`config.mk`:
```
export PLATFORM = sky130hd
export DESIGN_NAME = reorder_buffer_flat
export DESIGN_NICKNAME = d
export VERILOG_FILES = /design/src/rtl/reorder_buffer_if.sv /design/src/rtl/reorder_buffer.sv /design/src/flat_wrapper.sv
export SDC_FILE = /design/constraint.sdc
export NUM_CORES = 1
export LEC_CHECK = 0
export ABC_AREA = 1
export BUFFER_PORTS_ARGS = -buffer_cell sky130_fd_sc_hd__buf_2
export CORE_MARGIN = 4
export CORE_UTILIZATION = 43
export DETAILED_ROUTE_END_ITERATION = 12
export PLACE_DENSITY = 0.7
export SYNTH_ARGS = -nofsm -noshare
export SYNTH_HDL_FRONTEND = slang
export SYNTH_SLANG_ARGS = --single-unit
```
`constraint.sdc`:
```
create_clock -name clk_in -period 7.1 [get_ports clk_in]
set_input_delay 0.71 -clock clk_in [delete_from_list [all_inputs] [get_ports clk_in]]
set_output_delay 0.71 -clock clk_in [all_outputs]
set_load 0.01 [all_outputs]
```
`src/rtl/reorder_buffer_if.sv`:
```
// rtl/reorder_buffer_if.sv - issue, CDB writeback and register-file write bundle for the reorder buffer
interface reorder_buffer_if #(
  parameter int ROB_WIDTH = 4
);
  logic                 issue_valid;
  logic [4:0]           issue_rd;
  logic                 issue_ready;
  logic [ROB_WIDTH-1:0] issue_tag;

  logic                 wb_valid;
  logic [ROB_WIDTH-1:0] wb_tag;
  logic [31:0]          wb_val;

  logic [4:0]           set_reg;
  logic [31:0]          set_val;
  logic [4:0]           set_reg_q;
  logic [31:0]          set_val_q;
  logic                 set_rdy_q;

  modport master (
    output issue_valid, issue_rd, wb_valid, wb_tag, wb_val,
    input  issue_ready, issue_tag,
    input  set_reg, set_val, set_reg_q, set_val_q, set_rdy_q
  );

  modport slave (
    input  issue_valid, issue_rd, wb_valid, wb_tag, wb_val,
    output issue_ready, issue_tag,
    output set_reg, set_val, set_reg_q, set_val_q, set_rdy_q
  );
endinterface

```
`src/rtl/reorder_buffer.sv`:
```
// rtl/reorder_buffer.sv - in-order commit unit driving register-file value and rename-tag writes
module reorder_buffer #(
  parameter int ROB_WIDTH = 4
) (
  input  logic                 clk_in,
  input  logic                 rst_n_in,
  input  logic                 rdy_in,
  reorder_buffer_if.slave      bus,
  output logic [ROB_WIDTH:0]   count
);
  localparam int DEPTH = 1 << ROB_WIDTH;
  localparam logic [ROB_WIDTH:0] FULL_CNT = (ROB_WIDTH + 1)'(DEPTH);

  logic [ROB_WIDTH-1:0] head_q, head_d;
  logic [ROB_WIDTH-1:0] tail_q, tail_d;
  logic [ROB_WIDTH:0]   count_q, count_d;

  logic                 ent_valid_q [DEPTH];
  logic                 ent_done_q  [DEPTH];
  logic [4:0]           ent_rd_q    [DEPTH];
  logic [31:0]          ent_val_q   [DEPTH];

  logic                 latest_busy_q [32];
  logic [ROB_WIDTH-1:0] latest_tag_q  [32];

  logic [4:0]  out_reg_q, out_reg_d;
  logic [31:0] out_val_q, out_val_d;
  logic [4:0]  ren_reg_q, ren_reg_d;
  logic [31:0] ren_val_q, ren_val_d;
  logic        ren_rdy_q, ren_rdy_d;

  logic       commit_now;
  logic       need_q;
  logic       issue_fire;
  logic       wb_accept;
  logic [4:0] head_rd;

  assign head_rd    = ent_rd_q[head_q];
  assign commit_now = (count_q != '0) && ent_done_q[head_q];
  // A commit that retires the newest producer of rd must clear its rename entry,
  // so the shared tag-write port is reserved for it and issue is held off.
  assign need_q     = commit_now && (head_rd != 5'd0) && latest_busy_q[head_rd]
                      && (latest_tag_q[head_rd] == head_q);
  assign bus.issue_ready = (count_q != FULL_CNT) && !need_q;
  assign bus.issue_tag   = tail_q;
  assign issue_fire = bus.issue_valid && bus.issue_ready;
  assign wb_accept  = bus.wb_valid && ent_valid_q[bus.wb_tag] && !ent_done_q[bus.wb_tag];

  assign count         = count_q;
  assign bus.set_reg   = out_reg_q;
  assign bus.set_val   = out_val_q;
  assign bus.set_reg_q = ren_reg_q;
  assign bus.set_val_q = ren_val_q;
  assign bus.set_rdy_q = ren_rdy_q;

  always_comb begin
    head_d  = head_q;
    tail_d  = tail_q;
    count_d = count_q + (ROB_WIDTH + 1)'(issue_fire) - (ROB_WIDTH + 1)'(commit_now);
    if (commit_now) head_d = head_q + ROB_WIDTH'(1);
    if (issue_fire) tail_d = tail_q + ROB_WIDTH'(1);
  end

  always_comb begin
    out_reg_d = 5'd0;
    out_val_d = 32'd0;
    ren_reg_d = 5'd0;
    ren_val_d = 32'd0;
    ren_rdy_d = 1'b0;
    if (commit_now) begin
      out_reg_d = head_rd;
      out_val_d = ent_val_q[head_q];
    end
    if (need_q) begin
      ren_reg_d = head_rd;
      ren_val_d = 32'(head_q);
      ren_rdy_d = 1'b1;
    end else if (issue_fire && (bus.issue_rd != 5'd0)) begin
      ren_reg_d = bus.issue_rd;
      ren_val_d = 32'(tail_q);
    end
  end

  always_ff @(posedge clk_in) begin
    if (!rst_n_in) begin
      head_q    <= '0;
      tail_q    <= '0;
      count_q   <= '0;
      out_reg_q <= 5'd0;
      out_val_q <= 32'd0;
      ren_reg_q <= 5'd0;
      ren_val_q <= 32'd0;
      ren_rdy_q <= 1'b0;
      for (int i = 0; i < DEPTH; i++) begin
        ent_valid_q[i] <= 1'b0;
        ent_done_q[i]  <= 1'b0;
      end
      for (int r = 0; r < 32; r++) begin
        latest_busy_q[r] <= 1'b0;
      end
    end else if (rdy_in) begin
      head_q    <= head_d;
      tail_q    <= tail_d;
      count_q   <= count_d;
      out_reg_q <= out_reg_d;
      out_val_q <= out_val_d;
      ren_reg_q <= ren_reg_d;
      ren_val_q <= ren_val_d;
      ren_rdy_q <= ren_rdy_d;
      if (wb_accept) begin
        ent_val_q[bus.wb_tag]  <= bus.wb_val;
        ent_done_q[bus.wb_tag] <= 1'b1;
      end
      if (commit_now) ent_valid_q[head_q] <= 1'b0;
      if (need_q) latest_busy_q[head_rd] <= 1'b0;
      // The tail slot is never valid when issue fires, so none of the writes above alias it.
      if (issue_fire) begin
        ent_valid_q[tail_q] <= 1'b1;
        ent_done_q[tail_q]  <= 1'b0;
        ent_rd_q[tail_q]    <= bus.issue_rd;
        if (bus.issue_rd != 5'd0) begin
          latest_busy_q[bus.issue_rd] <= 1'b1;
          latest_tag_q[bus.issue_rd]  <= tail_q;
        end
      end
    end
  end
endmodule

```
`src/flat_wrapper.sv`:
```
// flat-port wrapper written by rule: the top's interface ports become plain ports
module reorder_buffer_flat 
#(
  parameter int ROB_WIDTH = 4
)
  (clk_in, rst_n_in, rdy_in, count, bus_issue_valid, bus_issue_rd, bus_wb_valid, bus_wb_tag, bus_wb_val, bus_issue_ready, bus_issue_tag, bus_set_reg, bus_set_val, bus_set_reg_q, bus_set_val_q, bus_set_rdy_q);
  reorder_buffer_if #(.ROB_WIDTH(ROB_WIDTH)) bus_i ();
  input  logic clk_in;
  input  logic rst_n_in;
  input  logic rdy_in;
  output logic [ROB_WIDTH:0] count;
  input wire logic [$bits(bus_i.issue_valid)-1:0] bus_issue_valid;
  input wire logic [$bits(bus_i.issue_rd)-1:0] bus_issue_rd;
  input wire logic [$bits(bus_i.wb_valid)-1:0] bus_wb_valid;
  input wire logic [$bits(bus_i.wb_tag)-1:0] bus_wb_tag;
  input wire logic [$bits(bus_i.wb_val)-1:0] bus_wb_val;
  output wire logic [$bits(bus_i.issue_ready)-1:0] bus_issue_ready;
  output wire logic [$bits(bus_i.issue_tag)-1:0] bus_issue_tag;
  output wire logic [$bits(bus_i.set_reg)-1:0] bus_set_reg;
  output wire logic [$bits(bus_i.set_val)-1:0] bus_set_val;
  output wire logic [$bits(bus_i.set_reg_q)-1:0] bus_set_reg_q;
  output wire logic [$bits(bus_i.set_val_q)-1:0] bus_set_val_q;
  output wire logic [$bits(bus_i.set_rdy_q)-1:0] bus_set_rdy_q;
  assign bus_i.issue_valid = bus_issue_valid;
  assign bus_i.issue_rd = bus_issue_rd;
  assign bus_i.wb_valid = bus_wb_valid;
  assign bus_i.wb_tag = bus_wb_tag;
  assign bus_i.wb_val = bus_wb_val;
  assign bus_issue_ready = bus_i.issue_ready;
  assign bus_issue_tag = bus_i.issue_tag;
  assign bus_set_reg = bus_i.set_reg;
  assign bus_set_val = bus_i.set_val;
  assign bus_set_reg_q = bus_i.set_reg_q;
  assign bus_set_val_q = bus_i.set_val_q;
  assign bus_set_rdy_q = bus_i.set_rdy_q;
  reorder_buffer #(.ROB_WIDTH(ROB_WIDTH)) u_core (.clk_in(clk_in), .rst_n_in(rst_n_in), .rdy_in(rdy_in), .bus(bus_i), .count(count));
endmodule
```
== After elaboration in Yosys (flattened, before gate mapping) ==
Memories as Yosys holds them, arrays and structs flattened. A register that Yosys moved wholly into a read port is not among the register bits.
Index checks and enable logic that the tools add are counted.
Storage, ports and cells
  word-level logic and storage cells: 94
  bits in writable memories: 784
  bits of input ports: 46
  memories: 6
  flip-flop bits (word level): 88
  output and inout port bits: 85
Operators by class
  mux-type cells: 52
  equal/unequal tests: 2
  reduce and logical (&&, ||, !) cells: 22
  add/sub/neg operators: 4
Memories
  u_core.ent_val_q: depth 16, width 32, rd ports 1, clocked after Yosys merged registers in 1, write ports 1, line reorder_buffer.sv:21  | logic [31:0] ent_val_q [DEPTH];
  u_core.latest_tag_q: depth 32, width 4, rd ports 1, clocked after Yosys merged registers in 0, write ports 1, line reorder_buffer.sv:24  | logic [ROB_WIDTH-1:0] latest_tag_q [32];
  u_core.ent_rd_q: depth 16, width 5, rd ports 1, clocked after Yosys merged registers in 1, write ports 1, line reorder_buffer.sv:20  | logic [4:0] ent_rd_q [DEPTH];
  u_core.latest_busy_q: depth 32, width 1, rd ports 1, clocked after Yosys merged registers in 0, write ports 32, line reorder_buffer.sv:23  | logic latest_busy_q [32];
  u_core.ent_done_q: depth 16, width 1, rd ports 2, clocked after Yosys merged registers in 1, write ports 16, line reorder_buffer.sv:19  | logic ent_done_q [DEPTH];
  u_core.ent_valid_q: depth 16, width 1, rd ports 1, clocked after Yosys merged registers in 0, write ports 16, line reorder_buffer.sv:18  | logic ent_valid_q [DEPTH];
Operator list (number)
  two-way mux 32 bit: 2
  two-way mux 4 bit: 11
  two-way mux 1 bit: 34
  two-way mux 5 bit: 5
  nonzero test 5 bit: 3
  logical AND 1 bit: 9
  adder 4 x 1 -> 4 bit, second input constant: 2
  OR reduction 1 bit: 6
  adder 5 x 1 -> 5 bit: 1
  inequality test 5 bit, second input constant: 1
  subtractor 5 x 1 -> 5 bit: 1
  equality test 4 bit: 1
  AND reduction 2 bit: 2
  zero test 1 bit: 2

== Logic depth before layout (Yosys ltp) ==
  word-level depth: 14
  mapped depth: 33
  depth with buffers taken out: 31

== Worst setup path before layout ==
Ideal clock, no wire load.
  path kind: input port to flip-flop
  from: in bus_wb_tag[1]
  to: mem u_core.ent_val_q[10][0], enable pin
  arrival time: 3.599 ns
  slack: 3.078 ns
  stages: 9
  path buffers: 0
  library setup time: 0.423 ns
  required time: 6.677 ns
  cells stage by stage: nor2_1 -> inv_1 -> o221ai_1 -> nand2_1 -> nand4_1 -> o2111ai_1 -> nor4_1 -> nand2_1 -> nor2_1
Between the ends
  longest elaborated chain between the ends: 7
  elaborated cells between the ends (all ways): 9
  those cells by class: mux: 4; reduce/logical: 3; memory: 2
RTL lines
  from (decl): line flat_wrapper.sv:15  | input wire logic [$bits(bus_i.wb_tag)-1:0] bus_wb_tag;
  memory (16 x 1 bit), on equally long branches
  logical AND 1 bit or zero test 1 bit (tied branches): line reorder_buffer.sv:47  | assign wb_accept = bus.wb_valid && ent_valid_q[bus.wb_tag] && !ent_done_q[bus.wb_tag];
  logical AND 1 bit: line reorder_buffer.sv:47
  two-way mux 1 bit: line reorder_buffer.sv:110  | if (wb_accept) begin
  two-way mux 1 bit: line reorder_buffer.sv:101  | end else if (rdy_in) begin
  two-way mux 1 bit: line reorder_buffer.sv:85  | if (!rst_n_in) begin
  two-way mux 1 bit (implied by the code): line reorder_buffer.sv:111  | ent_val_q[bus.wb_tag] <= bus.wb_val;
  to (decl): line reorder_buffer.sv:21
Parallel ways exist; a longest one is shown, timed or not.

==> flow_metrics.tcl <==
set metrics [dict create \
    drt-total-wl_um 93900 \
    core-area_um2 80400 \
    drive_above_1_share 0.107 \
    drt_iter0_drc 3116 \
    cts.hold.buffers_added 0 \
    cp_slowest_cell "dfxtp_4" \
    clkLatencyLatePin_ns 0.65 \
    period_share 0.784 \
    place_congestion 0.875 \
    cts_tree "done" \
    reg2reg_to "u_core.ent_rd_q[10][4]" \
    whs_path_depth 1 \
    placementRows 104 \
    worst_slack_ns 1.54 \
    yosysWarnings 0 \
    dp_cells 4050 \
    largest_reg_flops 512 \
    synth_seq_area_share 0.694 \
    vias 24409 \
    worst_slew_pin_slew_ns 1.12 \
    grt_max_degree 153 \
    place_ws_ns 1.70 \
    cts_buffer_depth 3 \
    detail-route-antenna-nets 0 \
    synth.distinct_cells 49 \
    path_common_cell "nand3_1" \
    drv_slew 0 \
    slew-limit-headroom 0.253 \
    worstHoldStart "bus_wb_val[30]" \
    hold_path_class "primary input to flip-flop" \
    die_h_um 293 \
    fillCellCount 7033 \
    die_x_um 293 \
    hold_viol_final 0 \
    die_area_um2 85600 \
    status "complete, no violations" \
    path_max_fanout 152 \
    antenna_found_initial 5 \
    syn_avg_cell_area_um2 11.5 \
    ir_drop_mv 0.187 \
    skew_ns 0.0493 \
    min_period_ns 5.56 \
    regArea_um2 24200 \
    cts_made_buffers 85 \
    first_pass_iters 6 \
    wl_per_cell_um 22.3 \
    worstPathArrival_ns 4.85 \
    max_freq_mhz 180 \
    finalSetupTns_ns 0 \
    crit_path_end_kind "primary output" \
    grt_pass1_wl_um 141000 \
    regMostFlops "u_core.ent_val_q" \
    cts_sinks 848 \
    post-cts-setup-buffers 0 \
    cts.reportedPaths.clkPinSlew_ns 0.06 \
    grt_pass1_vias 23092 \
    synth-seq-cells 848 \
    synthCells 3028 \
    rrSetupSlack_ns 1.58 \
    vias_per_cell 5.79 \
    setup_viol 0 \
    ios 131 \
    grt-ovfl-total 0 \
    total_power_mw 10.3 \
    slowest_delay_ns 0.77 \
    instances_no_fill 4214 \
    reg2reg_depth 21 \
    critPathKind "flip-flop to primary output" \
    p_leak_nw 14.0 \
    area_growth_pct 12.3 \
    initial_core_util 0.433 \
    critical_path_required_ns 6.39 \
    cts_root_buf "clkbuf_16" \
    hpwl_um 52500 \
    cts-htree-levels 3 \
    synth_area_um2 34800 \
    portBuffers 102 \
    power_density_nw_per_um2 264 \
    cp_cell_sequence "inv_8 -> nor2_1 -> nor2_1 -> o21ai_1 -> o211ai_1 -> nand3_1 -> nand2_1 -> buf_4 -> inv_1 -> nand3_1 -> nand3_1 -> nand3_1 -> nand2_1 -> nand2_1 -> nand3_1 -> nor2_2 -> a21boi_0 -> buf_2" \
    startpoint_type "flip-flop" \
    final_nets 3138 \
    crit_buf_inv 4 \
    reg.largest.list "u_core.ent_val_q (512), u_core.latest_tag_q (128), u_core.ent_rd_q (80)" \
    rsz0062_at_grt "false" \
    hold_end "u_core.ent_val_q[10][30]" \
    final_util 0.486 \
    multi_input_area_um2 9330 \
    drv_cap 0 \
    cts_repair_resize_count 0 \
    track_usage 0.212 \
    drc 0 \
    path_delay_family "buffers and inverters" \
]
-- how the worst max path moves through the flow --
stage | start | end | slack [ns] | cells after the start
floorplan | bus_wb_tag[1] | u_core.ent_val_q[10][0] | 3.08 | 9
global placement | flip-flop | u_core.count[4] | 1.79 | 28
detailed placement | flip-flop | u_core.count[4] | 1.70 | 29
CTS | flip-flop | bus_issue_ready | 1.62 | 17
global route | flip-flop | u_core.count[4] | 1.16 | 28
finish | flip-flop | bus_issue_ready | 1.54 | 18
-- synth_stat cells (all sizes together) --
library cell,n,area share
nand3,301,0.044
a21boi,1,0.00022
o21bai,2,0.00043
o2111ai,1,0.00025
a41oi,1,0.00025
a21oi,307,0.044
a311oi,26,0.0065
a22oi,82,0.018
a211oi,22,0.0047
nand2,704,0.076
a31oi,3,0.00054
fa,1,0.00057
nor2,158,0.018
o31ai,8,0.0017
clkbuf,120,0.013
inv,125,0.014
conb,1,0.00011
dfxtp,128,0.074
nor4,2,0.00036
ha,14,0.0050
nand4,7,0.0014
a221oi,52,0.013
o221ai,13,0.0033
o32ai,8,0.0020
o22ai,12,0.0022
o41ai,7,0.0018
nor3,18,0.0026
clkinv,2,0.00022
o21ai,74,0.011
o211ai,10,0.0022
edfxtp,720,0.62
buf,98,0.018
-- layout by cell type (no fill, tap or decap), types with 4 or more instances in the layout --
cell	n
a211oi_1	22
a21oi_1	306
a221oi_1	52
a22oi_1	82
a311oi_1	26
buf_2	101
buf_4	48
bufinv_16	10
clkbuf_1	14
clkbuf_16	85
clkbuf_8	9
clkinv_1	13
clkinv_2	15
clkinv_4	4
clkinvlp_4	4
conb_1	32
dfxtp_1	124
diode_2	6
edfxtp_1	720
ha_1	14
inv_1	115
inv_2	8
nand2_1	698
nand2_2	4
nand3_1	296
nand3_2	4
nand4_1	6
nor2_1	134
nor2_2	5
nor2_4	18
nor3_1	18
o211ai_1	10
o21ai_0	42
o21ai_1	30
o221ai_1	13
o22ai_1	12
o31ai_1	8
o32ai_1	8
o41ai_1	7
-- worst reg2reg max path: stages, from the launching register on --
cell and delay [ns]:
dfxtp_4 0.77, inv_8 0.45, nor2_1 0.34, nor2_1 0.06, o21ai_1 0.10, o211ai_1 0.11
nand3_1 0.14, nand2_1 0.07, buf_4 0.24, inv_1 0.63, nand3_1 0.15, nand3_1 0.12
nand3_1 0.13, nand2_1 0.09, nand2_1 0.05, nand3_1 0.09, nor2_2 0.06, nand2_4 0.10
nand4_2 0.20, inv_2 0.21, nand2_1 0.29, nor2_1 0.73
-- through the flow --
| step | area, um^2 | hold slack (ns) |
|---|---|---|
| floorplan | 34900 | 0.407 |
| detailed placement | 36200 | 0.424 |
| CTS | 39100 | 0.404 |
| finish | 39100 | 0.437 |
| global placement | 36200 | 0.419 |
| global route | 39100 | 0.410 |
-- layer usage --
metal | routed length (um) | global-route usage | up-vias
li1 | - | - | 11023
met1 | 38100 | 0.296 | 11816
met2 | 43600 | 0.339 | 1348
met3 | 9100 | 0.0404 | 222
met4 | 3050 | 0.0691 | 0
met5 | 0 | 0 | -
-- cells by family (layout without fill, tap and decap cells) --
family / after synthesis / count (layout) / share of synthesized area
DFF: 848 / 848 / 0.694
AOI/OAI and AO/OA: 629 / 629 / 0.112
buffers and inverters: 345 / 434 / 0.0446
adders and majority gates: 15 / 15 / 0.00561
other: 1 / 38 / 0.000108
and+or+nand+nor: 1190 / 1190 / 0.143
-- report_power, final --
part	internal [mW]	switching, mW	total (mW)
Sequential	5.41	0.00994	5.42
Combinational	0.0602	0.233	0.293
Clock	2.68	1.93	4.61
-- cell type report --
class | count | area share
Sequential cell | 848 | 0.619
Multi-Input combinational cell | 1866 | 0.239
Clock buffer | 108 | 0.0589
Tap cell | 1060 | 0.0339
Timing Repair Buffer | 149 | 0.0221
Clock inverter | 50 | 0.0148
Inverter | 127 | 0.0126
Antenna cell | 6 | 0.000384
Power figures use the tool's default switching activity.
